$ cat src/rtl/rv_pkg.sv
// Shared RV32I control definitions: opcodes, controller states, ALU op codes
// and datapath mux encodings.
package rv_pkg;

  localparam logic [6:0] OP_R      = 7'b0110011;
  localparam logic [6:0] OP_I      = 7'b0010011;
  localparam logic [6:0] OP_LOAD   = 7'b0000011;
  localparam logic [6:0] OP_STORE  = 7'b0100011;
  localparam logic [6:0] OP_BRANCH = 7'b1100011;
  localparam logic [6:0] OP_JAL    = 7'b1101111;
  localparam logic [6:0] OP_JALR   = 7'b1100111;
  localparam logic [6:0] OP_LUI    = 7'b0110111;
  localparam logic [6:0] OP_AUIPC  = 7'b0010111;

  localparam logic [31:0] INSTR_NOP = 32'h0000_0013;

  typedef enum logic [3:0] {
    FETCH, DECODE, EXEC_R, EXEC_I, MEMADR, MEMRD, MEMWB, MEMWR,
    BRANCH, JAL, JALR, LUI, AUIPC, ALUWB, TRAP
  } ctrl_state_t;

  // Which flavour of ALU control the current state wants.
  typedef enum logic [2:0] {
    ALU_CLS_NONE, ALU_CLS_ADD, ALU_CLS_R, ALU_CLS_I, ALU_CLS_BR
  } alu_cls_t;

  localparam logic [2:0] ALU_ADD  = 3'b000;
  localparam logic [2:0] ALU_SLL  = 3'b001;
  localparam logic [2:0] ALU_SLT  = 3'b010;
  localparam logic [2:0] ALU_SLTU = 3'b011;
  localparam logic [2:0] ALU_XOR  = 3'b100;
  localparam logic [2:0] ALU_SRL  = 3'b101;
  localparam logic [2:0] ALU_OR   = 3'b110;
  localparam logic [2:0] ALU_AND  = 3'b111;

  localparam logic [1:0] SRCA_RS1   = 2'd0;
  localparam logic [1:0] SRCA_PC    = 2'd1;
  localparam logic [1:0] SRCA_OLDPC = 2'd2;
  localparam logic [1:0] SRCA_ZERO  = 2'd3;

  localparam logic [1:0] SRCB_RS2  = 2'd0;
  localparam logic [1:0] SRCB_IMM  = 2'd1;
  localparam logic [1:0] SRCB_FOUR = 2'd2;

  localparam logic [2:0] IMM_I = 3'd0;
  localparam logic [2:0] IMM_S = 3'd1;
  localparam logic [2:0] IMM_B = 3'd2;
  localparam logic [2:0] IMM_U = 3'd3;
  localparam logic [2:0] IMM_J = 3'd4;

  localparam logic [1:0] RES_ALUOUT = 2'd0;
  localparam logic [1:0] RES_MEM    = 2'd1;
  localparam logic [1:0] RES_ALU    = 2'd2;

  // funct3 010/011 are not defined for conditional branches.
  function automatic logic branch_f3_ok(input logic [2:0] f3);
    return f3[2:1] != 2'b01;
  endfunction

endpackage

$ cat src/rtl/alu_dec.sv
// Combinational ALU control decode: {state class, funct3, instr[30]} to the
// ALU's aluCntrl/useF7/inv/loadStore inputs.
module alu_dec
  import rv_pkg::*;
(
  input  alu_cls_t   cls,
  input  logic [2:0] funct3,
  input  logic       bit30,
  output logic [2:0] aluCntrl,
  output logic       useF7,
  output logic       inv,
  output logic       loadStore
);

  always_comb begin
    aluCntrl  = ALU_ADD;
    useF7     = 1'b0;
    inv       = 1'b0;
    loadStore = 1'b0;
    case (cls)
      ALU_CLS_ADD: loadStore = 1'b1;
      ALU_CLS_R: begin
        aluCntrl = funct3;
        useF7    = bit30 && (funct3 == ALU_ADD || funct3 == ALU_SRL);
      end
      ALU_CLS_I: begin
        // Only SRAI uses bit 30; for ADDI it is just an immediate bit.
        aluCntrl = funct3;
        useF7    = bit30 && (funct3 == ALU_SRL);
      end
      ALU_CLS_BR: begin
        case (funct3)
          3'b000: useF7 = 1'b1;
          3'b001: begin useF7 = 1'b1; inv = 1'b1; end
          3'b100: aluCntrl = ALU_SLT;
          3'b101: begin aluCntrl = ALU_SLT; inv = 1'b1; end
          3'b110: aluCntrl = ALU_SLTU;
          3'b111: begin aluCntrl = ALU_SLTU; inv = 1'b1; end
          default: ;
        endcase
      end
      default: ;
    endcase
  end

endmodule

$ cat src/rtl/multicycle_ctrl.sv
// Multi-cycle RV32I control FSM: sequences fetch/decode/execute/memory/writeback,
// owns the instruction register and drives the ALU control and datapath strobes.
module multicycle_ctrl
  import rv_pkg::*;
#(
  parameter logic [31:0] RESET_PC = 32'h0000_0000
) (
  input  logic        clk,
  input  logic        rst,
  input  logic [31:0] memRdata,
  input  logic        memReady,
  input  logic        branchFlag,
  output logic        memReq,
  output logic        memWrite,
  output logic [2:0]  aluCntrl,
  output logic        useF7,
  output logic        inv,
  output logic        loadStore,
  output logic [1:0]  srcASel,
  output logic [1:0]  srcBSel,
  output logic [2:0]  immSel,
  output logic [1:0]  resultSel,
  output logic        pcWrite,
  output logic        regWrite,
  output logic [31:0] instr,
  output logic [31:0] pcNext,
  output logic        illegal
);

  ctrl_state_t state_reg, state_next;
  logic [31:0] instr_reg;
  alu_cls_t    alu_cls;
  logic [2:0]  funct3;
  logic        is_store;

  assign instr    = instr_reg;
  assign funct3   = instr_reg[14:12];
  assign is_store = instr_reg[5];

  always_ff @(posedge clk) begin
    if (rst) begin
      state_reg <= FETCH;
      instr_reg <= INSTR_NOP;
    end else begin
      state_reg <= state_next;
      if (state_reg == FETCH && memReady)
        instr_reg <= memRdata;
    end
  end

  always_comb begin
    state_next = state_reg;
    alu_cls    = ALU_CLS_NONE;
    memReq     = 1'b0;
    memWrite   = 1'b0;
    srcASel    = SRCA_RS1;
    srcBSel    = SRCB_RS2;
    immSel     = IMM_I;
    resultSel  = RES_ALUOUT;
    pcWrite    = 1'b0;
    regWrite   = 1'b0;
    pcNext     = 32'h0;
    illegal    = 1'b0;
    case (state_reg)
      FETCH: begin
        memReq    = 1'b1;
        srcASel   = SRCA_PC;
        srcBSel   = SRCB_FOUR;
        alu_cls   = ALU_CLS_ADD;
        resultSel = RES_ALU;
        if (memReady) begin
          pcWrite    = 1'b1;
          state_next = DECODE;
        end
      end
      DECODE: begin
        // Precompute the branch target into the ALU result register.
        srcASel = SRCA_OLDPC;
        srcBSel = SRCB_IMM;
        immSel  = IMM_B;
        alu_cls = ALU_CLS_ADD;
        case (instr_reg[6:0])
          OP_R:              state_next = EXEC_R;
          OP_I:              state_next = EXEC_I;
          OP_LOAD, OP_STORE: state_next = MEMADR;
          OP_BRANCH:         state_next = BRANCH;
          OP_JAL:            state_next = JAL;
          OP_JALR:           state_next = JALR;
          OP_LUI:            state_next = LUI;
          OP_AUIPC:          state_next = AUIPC;
          default:           state_next = TRAP;
        endcase
      end
      EXEC_R: begin
        alu_cls    = ALU_CLS_R;
        state_next = ALUWB;
      end
      EXEC_I: begin
        alu_cls    = ALU_CLS_I;
        srcBSel    = SRCB_IMM;
        state_next = ALUWB;
      end
      MEMADR: begin
        alu_cls    = ALU_CLS_ADD;
        srcBSel    = SRCB_IMM;
        immSel     = is_store ? IMM_S : IMM_I;
        state_next = is_store ? MEMWR : MEMRD;
      end
      MEMRD: begin
        memReq = 1'b1;
        if (memReady) state_next = MEMWB;
      end
      MEMWB: begin
        resultSel  = RES_MEM;
        regWrite   = 1'b1;
        state_next = FETCH;
      end
      MEMWR: begin
        memReq   = 1'b1;
        memWrite = 1'b1;
        if (memReady) state_next = FETCH;
      end
      BRANCH: begin
        if (branch_f3_ok(funct3)) begin
          alu_cls    = ALU_CLS_BR;
          pcWrite    = branchFlag;
          state_next = FETCH;
        end else begin
          state_next = TRAP;
        end
      end
      JAL: begin
        alu_cls    = ALU_CLS_ADD;
        srcASel    = SRCA_OLDPC;
        srcBSel    = SRCB_IMM;
        immSel     = IMM_J;
        pcWrite    = 1'b1;
        regWrite   = 1'b1;
        state_next = FETCH;
      end
      JALR: begin
        alu_cls    = ALU_CLS_ADD;
        srcBSel    = SRCB_IMM;
        pcWrite    = 1'b1;
        regWrite   = 1'b1;
        state_next = FETCH;
      end
      LUI: begin
        alu_cls    = ALU_CLS_ADD;
        srcASel    = SRCA_ZERO;
        srcBSel    = SRCB_IMM;
        immSel     = IMM_U;
        state_next = ALUWB;
      end
      AUIPC: begin
        alu_cls    = ALU_CLS_ADD;
        srcASel    = SRCA_OLDPC;
        srcBSel    = SRCB_IMM;
        immSel     = IMM_U;
        state_next = ALUWB;
      end
      ALUWB: begin
        regWrite   = 1'b1;
        resultSel  = RES_ALUOUT;
        state_next = FETCH;
      end
      TRAP: illegal = 1'b1;
      default: state_next = FETCH;
    endcase
    // Reset overrides everything, including a pending memory handshake.
    if (rst) begin
      state_next = FETCH;
      alu_cls    = ALU_CLS_NONE;
      memReq     = 1'b0;
      memWrite   = 1'b0;
      srcASel    = SRCA_RS1;
      srcBSel    = SRCB_RS2;
      immSel     = IMM_I;
      resultSel  = RES_ALUOUT;
      pcWrite    = 1'b0;
      regWrite   = 1'b0;
      illegal    = 1'b0;
      pcNext     = RESET_PC;
    end
  end

  alu_dec u_alu_dec (
    .cls       (alu_cls),
    .funct3    (funct3),
    .bit30     (instr_reg[30]),
    .aluCntrl  (aluCntrl),
    .useF7     (useF7),
    .inv       (inv),
    .loadStore (loadStore)
  );

endmodule

$ cat config.mk
export PLATFORM = sky130hd
export DESIGN_NAME = multicycle_ctrl
export DESIGN_NICKNAME = d
export VERILOG_FILES = /design/src/rtl/rv_pkg.sv /design/src/rtl/alu_dec.sv /design/src/rtl/multicycle_ctrl.sv
export SDC_FILE = /design/constraint.sdc
export NUM_CORES = 1
export LEC_CHECK = 0
export ABC_AREA = 1
export ABC_CLOCK_PERIOD_IN_PS = 2000
export CAP_MARGIN = 20
export CORE_UTILIZATION = 39
export CTS_BUF_LIST = sky130_fd_sc_hd__clkbuf_8
export DETAILED_ROUTE_END_ITERATION = 8
export GPL_TIMING_DRIVEN = 0
export PLACE_DENSITY_LB_ADDON = 0.3
export RECOVER_POWER = 50
export SLEW_MARGIN = 0
export SYNTH_ARGS = -nofsm -noshare
export SYNTH_HDL_FRONTEND = slang
export SYNTH_HIERARCHICAL = 1
export SYNTH_SLANG_ARGS = --single-unit
$ cat constraint.sdc
create_clock -name clk -period 2 [get_ports clk]
set_input_delay 0.4 -clock clk [delete_from_list [all_inputs] [get_ports clk]]
set_output_delay 0.4 -clock clk [all_outputs]
set_load 0.05 [all_outputs]
# --- Yosys cells after proc, flatten, opt, wreduce, memory -nomap -nowiden ---
# Cells that the tools add are included.
word_totals:
  register_bits: 36
  latchBits: 0
  ramBits: 0
  mem_bits_ro: 0
  input_bits: 36
  out_inout_bits: 84
  elab_cells: 98
  n_memories: 0
op_classes:
  addsub: 0
  n_mul: 0
  div: 0
  order_cmp: 0
  n_eq_ne: 36
  shifts: 0
  muxes: 38
  bitwise_logic: 1
  reduce_logical: 21
op_table:
  columns: ["operator", "count"]
  rows:
  - ["$pmux W4 S8", 2]
  - ["$eq A4 B4 Y1 const B", 7]
  - ["$pmux W3 S4", 2]
  - ["$eq A7 B6 Y1 const B", 3]
  - ["$eq A7 B7 Y1 const B", 3]
  - ["$eq A4 B3 Y1 const B", 4]
  - ["$mux W1", 16]
  - ["$mux W4", 4]
  - ["$eq A3 B3 Y1 const B", 5]
  - ["$eq A7 B5 Y1 const B", 2]
  - ["$reduce_or A2 Y1", 7]
  - ["$reduce_or A7 Y1", 2]
  - ["$pmux W2 S2", 3]
  - ["$mux W3", 3]
  - ["$reduce_or A3 Y1", 3]
  - ["$eq A4 B2 Y1 const B", 2]
  - ["$mux W2", 4]
  - ["$reduce_or A4 Y1", 2]
  - ["$eq A7 B2 Y1 const B", 1]
  - ["$eq A3 B1 Y1 const B", 2]
  - ["$eq A3 B2 Y1 const B", 2]
  - ["$ne A2 B2 Y1 const B", 3]
  - ["$pmux W1 S3", 2]
  - ["$pmux W2 S3", 1]
  - ["9 further kinds", 11]

# --- Longest topological paths before layout ---
# Gate-level depths: netlist of the first run.
logic_depth:
  depth_word: 7
  depth_mapped: 11
  mapped_depth_nobuf: 11

# --- By module ---
# Netlist of the first run, hierarchy kept.
by_module_without_submodules:
  columns: ["mod", "n_inst", "cells_each", "area_each_um2", "seq_area_each_um2"]
  rows:
  - ["multicycle_ctrl", 1, 286, 1956.9, 720.7]
  - ["alu_dec", 1, 21, 103.8, 0.0]

# --- Least setup slack after synthesis of the first run ---
# No wires, ideal clock.
synth_timing:
  kind: "input port to output port"
  from: "input port rst"
  to: "output port srcASel[1]"
  arrival_ps: 2712
  t_required_ps: 1600
  path_slack_ps: -1112
  path_stages: 3
  path_buffers: 1
  cell_sequence: "clkbuf_1 > nor4_1 > or2_1"
synth_between:
  elab_chain_len: 1
synth_lines:
  columns: ["item", "line_no", "rtl"]
  rows:
  - ["from (decl)", "multicycle_ctrl.sv:9", "input logic rst,"]
  - ["$mux W2", "multicycle_ctrl.sv:171", "if (rst) begin"]
  - ["to (decl)", "multicycle_ctrl.sv:19", "output logic [1:0] srcASel,"]
# No other way between the ends.

# --- Worst setup path after layout of the first run ---
layout_timing:
  from: "register state_reg[1]"
  to: "output port aluCntrl[1]"
layout_between:
  elab_chain_len: 7
  word_cells_on_any_way: 18
  classes_between: "eq/ne (12); mux (3); reduce/logical (3)"
layout_lines:
  columns: ["item", "line_no", "rtl"]
  rows:
  - ["from (decl)", "multicycle_ctrl.sv:30", "ctrl_state_t state_reg, state_next;"]
  - ["from (signal assigned)", "multicycle_ctrl.sv:45", "state_reg <= state_next;"]
  - ["$eq A4 B1 Y1, or another cell as far along", "multicycle_ctrl.sv:64", "case (state_reg)"]
  - ["$reduce_or A7 Y1 (no source line)", null, null]
  - ["$pmux W3 S4 *", "multicycle_ctrl.sv:64", null]
  - ["$mux W3 *", "multicycle_ctrl.sv:171", null]
  - ["named net alu_cls[0]", "multicycle_ctrl.sv:32", "alu_cls_t alu_cls;"]
  - ["$eq A3 B2 Y1", "alu_dec.sv:20", "case (cls)"]
  - ["$reduce_or A2 Y1 (no source line)", null, null]
  - ["$pmux W3 S2 *", "alu_dec.sv:20", null]
  - ["to (decl)", "multicycle_ctrl.sv:15", "output logic [2:0] aluCntrl,"]
# The timed path passes the listed nets; every way through them passes the cells marked *.

==> tab_implementation.tex, run 1 <==
\begin{tabular}{lr}
\hline
Metric & Value \\
\hline
\multicolumn{2}{l}{\textbf{Final layout}} \\
Number of non-filler instances in the completed layout & 510 \\
Core utilization of the finished layout & 67.9\% \\
Largest register FFs & 32 \\
Footprint of the flip-flops and latches & 732 um2 \\
Syn-to-layout area delta & 68.3\% \\
Final layout net count & 476 \\
\# fillers & 453 \\
Number of diodes & 0 \\
Fraction of final layout cells with drive strength greater than 1 & 28.2\% \\
Multi-input combinational cell area & 1210 um2 \\
\multicolumn{2}{l}{\textbf{Critical path}} \\
Number of cell instances on the worst register-to-register path & 10 \\
Critical path peak fanout & 6 \\
Type of destination of the critical path & output pin \\
Worst EP required & 1600 ps \\
Worst flop-to-flop path endpoint & state\_reg[1] \\
Startpoint type of the worst setup path & flop \\
Slack of the worst reg-to-reg path & 540 ps \\
Critical R2R Launch & state\_reg[1] \\
Library cell appearing most often on the critical path & sky130\_fd\_sc\_hd\_\_buf\_6 \\
Critical Path Slowest Stage Cell & sky130\_fd\_sc\_hd\_\_dfxtp\_2 \\
CP cell instances & buf\_6 -> nor2\_4 -> inv\_2 -> nor2\_4 -> buf\_6 -> nor3\_4 -> nor2\_2 -> nand2\_2 -> o22ai\_4 -> buf\_6 \\
Worst Setup Path Type & reg -> out \\
Data arrival time of the worst path & 1860 ps \\
Slowest cell delay on critical path & 320 ps \\
\multicolumn{2}{l}{\textbf{Routing}} \\
Remaining number of nets flagged by the antenna check after routing & 0 \\
First drt pass iteration count & 4 \\
Number of DRC markers after the initial detailed-route iteration & 94 \\
Number of vias in the routed layout & 2314 \\
Post-DR wirelength/cell & 11.3 um \\
Routed vias/inst & 4.54 \\
Overall routed net length & 5760 um \\
Remaining routing DRC violations & 0 \\
\multicolumn{2}{l}{\textbf{Run status}} \\
Failing checks & setup timing \\
Result of the run & finished with violations \\
\multicolumn{2}{l}{\textbf{Timing}} \\
Slew Limit Fails & 0 \\
Tightest slew margin relative to the limit & 64.9\% \\
Worst path setup slack after routing & -263 ps \\
Max Clk Rate & 0.442 GHz \\
Final count of negative-setup-slack endpoints & 9 \\
Final hold violation count & 0 \\
Post-route minimum period & 2260 ps \\
Period Utilization, post-route & 113\% \\
Sum of negative setup slack & -1500 ps \\
Slew at the pin closest to its max-slew limit & 525 ps \\
Unrepaired setup endpoints after global routing & true \\
Post-route clock skew & 3.71 ps \\
\multicolumn{2}{l}{\textbf{Pwr}} \\
Static leakage & 1.61 nW \\
Peak supply drop & 0.00101 V \\
Pwr Density & 1750 nW/um2 \\
\multicolumn{2}{l}{\textbf{GRT}} \\
Tot GR Track Use & 21.3\% \\
Antenna violations before repair & 0 \\
Met2 Track Usage GR & 38.0\% \\
Vias in the first global route & 2087 \\
Global-route met3 utilization & 7.50\% \\
Most utilized layer in the global route result & met2 \\
Overall overflow remaining after global route & 0 \\
Wire length of the first global-routing pass & 9140 um \\
Met1 track demand over resource in global routing & 23.6\% \\
Maximum number of pins on one net before global-route repair & 11 \\
\multicolumn{2}{l}{\textbf{Clock tree}} \\
TritonCTS clock tree & done \\
Clock slew seen by the registers of the worst setup and hold paths & 70 ps \\
Clk\_lat worst skew & 290 ps \\
Num Clock Sinks & 36 \\
Number of levels the H-tree was split into & 2 \\
Worst-case clock buffer depth & 2 \\
CTS root buf & sky130\_fd\_sc\_hd\_\_clkbuf\_8 \\
Clock buffers created by TritonCTS & 5 \\
Post-CTS Hold Buffers & 0 \\
\multicolumn{2}{l}{\textbf{Logic synthesis}} \\
Most used DFF post-synth & sky130\_fd\_sc\_hd\_\_dfxtp\_1 \\
Proportion of register bits with asynchronous set or reset after synthesis & 0\% \\
Mapped Avg Cell Area & 6.71 um2 \\
Number of synthesized flops with an enable pin & 0 \\
Summed instance area of the synthesized netlist & 2060 um2 \\
Cell with the most instances after synthesis & sky130\_fd\_sc\_hd\_\_nor2\_1 \\
Share of the synthesized area in the top cell type & 35.0\% \\
Post-synthesis cell type count & 31 \\
Count of warnings emitted by yosys & 6 \\
Cell type with the highest aggregate area in the netlist & sky130\_fd\_sc\_hd\_\_dfxtp\_1 \\
Sequential fraction of the synthesis area & 35.0\% \\
Seq cells post-synth & 36 \\
Synth area leaders & sky130\_fd\_sc\_hd\_\_dfxtp\_1 (35\%), sky130\_fd\_sc\_hd\_\_nor2\_1 (12\%), sky130\_fd\_sc\_hd\_\_buf\_4 (12\%) \\
Leading cell types by count after synthesis & sky130\_fd\_sc\_hd\_\_nor2\_1 (67), sky130\_fd\_sc\_hd\_\_nand2\_1 (43), sky130\_fd\_sc\_hd\_\_dfxtp\_1 (36), sky130\_fd\_sc\_hd\_\_o21ai\_0 (36), sky130\_fd\_sc\_hd\_\_buf\_4 (33) \\
Gate count after technology mapping & 307 \\
\multicolumn{2}{l}{\textbf{Die}} \\
Die outline width & 74.7 um \\
Ports placed on the boundary & 120 \\
Core box area & 5110 um2 \\
Die outline area & 5580 um2 \\
Placement row count & 26 \\
Vertical extent of the die & 74.7 um \\
Starting density of the core & 40.3\% \\
\multicolumn{2}{l}{\textbf{Worst hold path}} \\
Hold Crit Depth & 2 \\
Hold EP & instr[0] \\
Path class of the lowest-slack min-delay path & reg -> reg \\
Startpoint of the lowest-slack hold path & instr[0] \\
\multicolumn{2}{l}{\textbf{Placed design}} \\
Final GP Congestion & 0.818 \\
DP HPWL & 4200 um \\
Placed instance count & 494 \\
Count of buffers from port buffering & 86 \\
Post-Place Worst Slack & -804 ps \\
\multicolumn{2}{l}{\textbf{Flow run}} \\
Max Cap Violations & 0 \\
\hline
\end{tabular}
repair_timing:
action                                  CTS  global route
pin swaps                                 7             3
gates resized for setup                 127            27
endpoints found under the setup margin   21            20
setup buffers                             7             2
layout by cell type (no fill, tap or decap), types with 2 or more instances in the layout:
cell and count:
sky130_fd_sc_hd__nor2_4 8, sky130_fd_sc_hd__inv_1 18, sky130_fd_sc_hd__o21ai_2 2, sky130_fd_sc_hd__buf_6 13, sky130_fd_sc_hd__dfxtp_2 3, sky130_fd_sc_hd__buf_4 43
sky130_fd_sc_hd__nor2_1 59, sky130_fd_sc_hd__nand2_2 4, sky130_fd_sc_hd__nand3_1 9, sky130_fd_sc_hd__conb_1 32, sky130_fd_sc_hd__clkbuf_1 2, sky130_fd_sc_hd__nor3_1 4
sky130_fd_sc_hd__a21oi_1 9, sky130_fd_sc_hd__nor2_2 6, sky130_fd_sc_hd__nand4_1 5, sky130_fd_sc_hd__clkbuf_8 5, sky130_fd_sc_hd__nand2_1 39, sky130_fd_sc_hd__dfxtp_1 31
sky130_fd_sc_hd__dfxtp_4 2, sky130_fd_sc_hd__clkdlybuf4s15_2 2, sky130_fd_sc_hd__buf_2 6, sky130_fd_sc_hd__clkdlybuf4s50_1 64, sky130_fd_sc_hd__o21ai_1 2, sky130_fd_sc_hd__clkbuf_2 5
sky130_fd_sc_hd__o21ai_0 33, sky130_fd_sc_hd__inv_2 8
routing by layer:
metal | wire length [um] | up-vias
met1 | 2250 | 1016
li1 | - | 1180
met3 | 574 | 12
met4 | 72 | 0
met2 | 2860 | 106
met5 | 0 | -
cell families after synthesis:
group	count (synthesis)	synth area share (%)
AND/OR/NAND/NOR	142	29.4
AO/OA/AOI/OAI	56	14.6
other	1	0.182
buffers and inverters	72	20.8
flip-flops	36	35.0
worst max-delay path: cells and delay by family (launching register included):
family,cells,cell delay (ps)
and+or+nand+nor,5,610
buffers and inverters,4,500
DFF,1,320
AOI/OAI and AO/OA,1,140
metrics by stage:
stage | hold slack [ps] | power [W] | area (um2)
after floorplan | 481 | 0.00414 | 2280
after CTS | 495 | 0.00598 | 3430
after global routing | 535 | 0.00646 | 3470
after detailed placement | 485 | 0.00525 | 3230
final | 490 | 0.00607 | 3470
after global placement | 470 | 0.00521 | 3230
worst max path at each step:
| stage | from | to | slack [ps] |
|---|---|---|---|
| 2_1_floorplan | state_reg[3] | srcBSel[0] | -230 |
| 3_3_place_gp | memReady | pcWrite | -810 |
| 3_5_place_dp | rst | useF7 | -800 |
| 4_1_cts | state_reg[1] | useF7 | -240 |
| 5_1_grt | state_reg[1] | aluCntrl[1] | -330 |
| 6_report | state_reg[1] | aluCntrl[1] | -260 |
area by class of cell:
type / count / area share [%]
Buffer: 45 / 9.52
Clock buffer: 5 / 1.98
Clock inverter: 2 / 0.253
Inverter: 27 / 2.99
Multi-Input combinational cell: 230 / 34.8
Sequential cell: 36 / 21.1
Tap cell: 70 / 2.53
Timing Repair Buffer: 95 / 26.8
power by group:
group	internal (W)	switching (W)	total [W]	leakage (nW)
Combinational	0.00142	0.00286	0.00428	1.27
Clock	0.000232	0.000251	0.000483	0.0452
Sequential	0.00104	0.000263	0.00130	0.300
Total	0.00269	0.00337	0.00607	1.61
Power figures use the tool's default switching activity.
==> run 2: changes to the inputs <==
--- a/config.mk
+++ b/config.mk
@@ -10,10 +10,12 @@
 export CAP_MARGIN = 20
 export CORE_UTILIZATION = 39
 export CTS_BUF_LIST = sky130_fd_sc_hd__clkbuf_8
+export CTS_CLUSTER_SIZE = 20
 export DETAILED_ROUTE_END_ITERATION = 8
 export GPL_TIMING_DRIVEN = 0
 export PLACE_DENSITY_LB_ADDON = 0.3
 export RECOVER_POWER = 50
+export SETUP_SLACK_MARGIN = 0.4
 export SLEW_MARGIN = 0
 export SYNTH_ARGS = -nofsm -noshare
 export SYNTH_HDL_FRONTEND = slang
==> run 2 against run 1 <==
Net effect: the run still ends with setup timing left; setup slack worse by 130 ps; clock skew is 4.2 ps higher; sequential cell count stayed put; via count is 18% higher; global-route usage is 3.6 points higher; cell count is 8.2% higher; first-iteration DRC count grew to 4.0 times the previous value; combinational power is 34% higher; critical endpoint is now state_reg[1]; largest cell class unchanged.
==> tab_implementation.tex, run 2 (synthesis results as in run 1) <==
\begin{tabular}{lr}
\hline
Metric & Value \\
\hline
\multicolumn{2}{l}{\textbf{Critical path}} \\
Critical Path Slowest Stage Cell & sky130\_fd\_sc\_hd\_\_dfxtp\_2 \\
Type of destination of the critical path & flop \\
Worst EP required & 2220 ps (+620 ps) \\
Critical path peak fanout & 6 (unchanged) \\
Data arrival time of the worst path & 2620 ps (+760 ps) \\
Critical R2R Launch & state\_reg[1] \\
Startpoint type of the worst setup path & flop \\
CP cell instances & buf\_6 -> nor2\_4 -> inv\_2 -> buf\_4 -> buf\_6 -> buf\_4 -> buf\_4 -> buf\_4 -> buf\_4 -> buf\_4 -> buf\_6 -> nor3\_4 -> nand3b\_1 -> inv\_1 -> nand2\_1 -> nand2\_1 -> a21oi\_1 \\
Worst Setup Path Type & reg -> reg \\
Library cell appearing most often on the critical path & sky130\_fd\_sc\_hd\_\_buf\_4 \\
CP startpoint & state\_reg[1] \\
Slack of the worst reg-to-reg path & -390 ps (-930 ps) \\
Slowest cell delay on critical path & 320 ps (about the same) \\
\multicolumn{2}{l}{\textbf{Timing}} \\
Final hold violation count & 0 (unchanged) \\
Max Clk Rate & 0.418 GHz (-5.4\%) \\
Slew at the pin closest to its max-slew limit & 622 ps (+96.8 ps) \\
Tightest slew margin relative to the limit & 58.7\% (-6.2 points) \\
Worst path setup slack after routing & -392 ps (-128 ps) \\
Slew Limit Fails & 0 (unchanged) \\
Period Utilization, post-route & 120\% (+6.4 points) \\
Post-route clock skew & 7.87 ps (+4.16 ps) \\
Post-route minimum period & 2390 ps (+128 ps) \\
Final count of negative-setup-slack endpoints & 18 (+9) \\
Unrepaired setup endpoints after global routing & true \\
\multicolumn{2}{l}{\textbf{Worst hold path}} \\
Path class of the lowest-slack min-delay path & in -> reg \\
Startpoint of the lowest-slack hold path & rst \\
\multicolumn{2}{l}{\textbf{Run status}} \\
Result of the run & finished with violations \\
Failing checks & setup timing \\
\multicolumn{2}{l}{\textbf{Routing}} \\
Remaining routing DRC violations & 0 (unchanged) \\
First drt pass iteration count & 7 (+3) \\
Number of DRC markers after the initial detailed-route iteration & 374 (+300\%) \\
Number of vias in the routed layout & 2740 (+18\%) \\
Remaining number of nets flagged by the antenna check after routing & 0 (unchanged) \\
Post-DR wirelength/cell & 16.1 um (+43\%) \\
Routed vias/inst & 4.96 (+9.4\%) \\
Overall routed net length & 8910 um (+55\%) \\
\multicolumn{2}{l}{\textbf{Placed design}} \\
Final GP Congestion & 0.889 (+8.6\%) \\
Placed instance count & 494 (unchanged) \\
Count of buffers from port buffering & 86 (unchanged) \\
DP HPWL & 4300 um (+2.4\%) \\
\multicolumn{2}{l}{\textbf{Clock tree}} \\
Post-CTS Hold Buffers & 0 (unchanged) \\
CTS root buf & sky130\_fd\_sc\_hd\_\_clkbuf\_8 \\
Worst-case clock buffer depth & 2 (unchanged) \\
Num Clock Sinks & 36 (unchanged) \\
TritonCTS clock tree & done \\
Clk\_lat worst skew & 290 ps (about the same) \\
Number of levels the H-tree was split into & 2 (unchanged) \\
Clock buffers created by TritonCTS & 5 (unchanged) \\
Clock slew seen by the registers of the worst setup and hold paths & 80 ps (about the same) \\
\multicolumn{2}{l}{\textbf{Die}} \\
Ports placed on the boundary & 120 (unchanged) \\
Core box area & 5110 um2 (unchanged) \\
Vertical extent of the die & 74.7 um (unchanged) \\
Die outline area & 5580 um2 (unchanged) \\
Starting density of the core & 40.3\% (unchanged) \\
Placement row count & 26 (unchanged) \\
Die outline width & 74.7 um (unchanged) \\
\multicolumn{2}{l}{\textbf{Final layout}} \\
Final layout net count & 517 (+8.6\%) \\
Most common cell after layout, fill and taps aside & sky130\_fd\_sc\_hd\_\_buf\_4 \\
Most used cells in the layout excluding fill and tap cells & sky130\_fd\_sc\_hd\_\_buf\_4 (67), sky130\_fd\_sc\_hd\_\_nor2\_1 (46), sky130\_fd\_sc\_hd\_\_nand2\_1 (34), sky130\_fd\_sc\_hd\_\_clkdlybuf4s50\_1 (34) \\
Number of non-filler instances in the completed layout & 552 (+8.2\%) \\
Fraction of final layout cells with drive strength greater than 1 & 42.1\% (+14 points) \\
Number of diodes & 0 (unchanged) \\
Syn-to-layout area delta & 102\% \\
Largest register FFs & 32 (unchanged) \\
\multicolumn{2}{l}{\textbf{Pwr}} \\
Total power of the final layout & 0.00777 W (+28\%) \\
Static leakage & 1.96 nW (+22\%) \\
Peak supply drop & 0.00118 V (+17\%) \\
Pwr Density & 1870 nW/um2 (+6.9\%) \\
\multicolumn{2}{l}{\textbf{GRT}} \\
Overall overflow remaining after global route & 0 (unchanged) \\
Tot GR Track Use & 24.9\% (+3.6 points) \\
Maximum number of pins on one net before global-route repair & 12 (+1) \\
Vias in the first global route & 2360 (+13\%) \\
Wire length of the first global-routing pass & 10600 um (+15\%) \\
Antenna violations before repair & 0 (unchanged) \\
\multicolumn{2}{l}{\textbf{Flow run}} \\
Max Cap Violations & 0 (unchanged) \\
\hline
\end{tabular}
## run 2: cell count changes in the layout (fill, tap and decap cells not counted), moves of 10 or more
cell / before / now
sky130_fd_sc_hd__buf_4: 43 / 67
sky130_fd_sc_hd__buf_6: 13 / 31
sky130_fd_sc_hd__buf_8: 1 / 11
sky130_fd_sc_hd__clkdlybuf4s50_1: 64 / 34
sky130_fd_sc_hd__dlygate4sd2_1: 1 / 18
sky130_fd_sc_hd__nor2_1: 59 / 46
## run 2: worst paths after layout
check,end,cells past startpoint
worst max register to register,state_reg[1],17
worst min-delay path,instr[4],3
worst min register to register,instr[1],2
worst max-delay path,state_reg[1],17
## run 2: worst max-delay path, delay by kind of cell (launching register included)
family          cells  cell delay (ps)
compound gates      1              150
buf+inv            11             1190
simple gates        5              630
flops               1              320
## run 2: power by group
part / switching (W) / leakage [nW] / internal (W)
clock: 0.000272 / 0.0645 / 0.000440
combinational: 0.00361 / 1.60 / 0.00214
sequential: 0.000263 / 0.300 / 0.00105
total: 0.00414 / 1.96 / 0.00363
## run 2: final cells by class
cell class,instances,area (um2)
buffer,45,393
clock inverter,1,30.0
timing repair buffer,136,1290
clock buffer,7,96.3
multi-input combinational,230,1410
tap,70,87.6
sequential,36,737
fill,334,951
inverter,27,115
## run 2: metal layers
layer / GRT usage [%] / up-vias / wire length [um]
li1: - / 1264 / -
met1: 28.0 / 1247 / 3050
met2: 44.2 / 177 / 4570
met5: 0 / - / 0
met4: 10.7 / 0 / 503
met3: 6.56 / 52 / 784
## run 2: stage by stage
stage	TNS, ps	hold WS (ps)	util, %	worst slack, ps	cell area [um2]
floorplan	0	471	-	85.6	2410
global placement	-6210	445	65.8	-740	3360
detailed placement	-6400	449	65.8	-734	3360
CTS	-1740	375	75.2	-269	3840
global route	-4770	405	81.4	-475	4160
finish	-3400	401	81.4	-392	4160
## run 2: timing repair
item,in CTS,in global routing
resized for setup,219,69
setup endpoints to repair,52,62
setup buffers,30,19
gates cloned,0,1
pin swaps,16,29
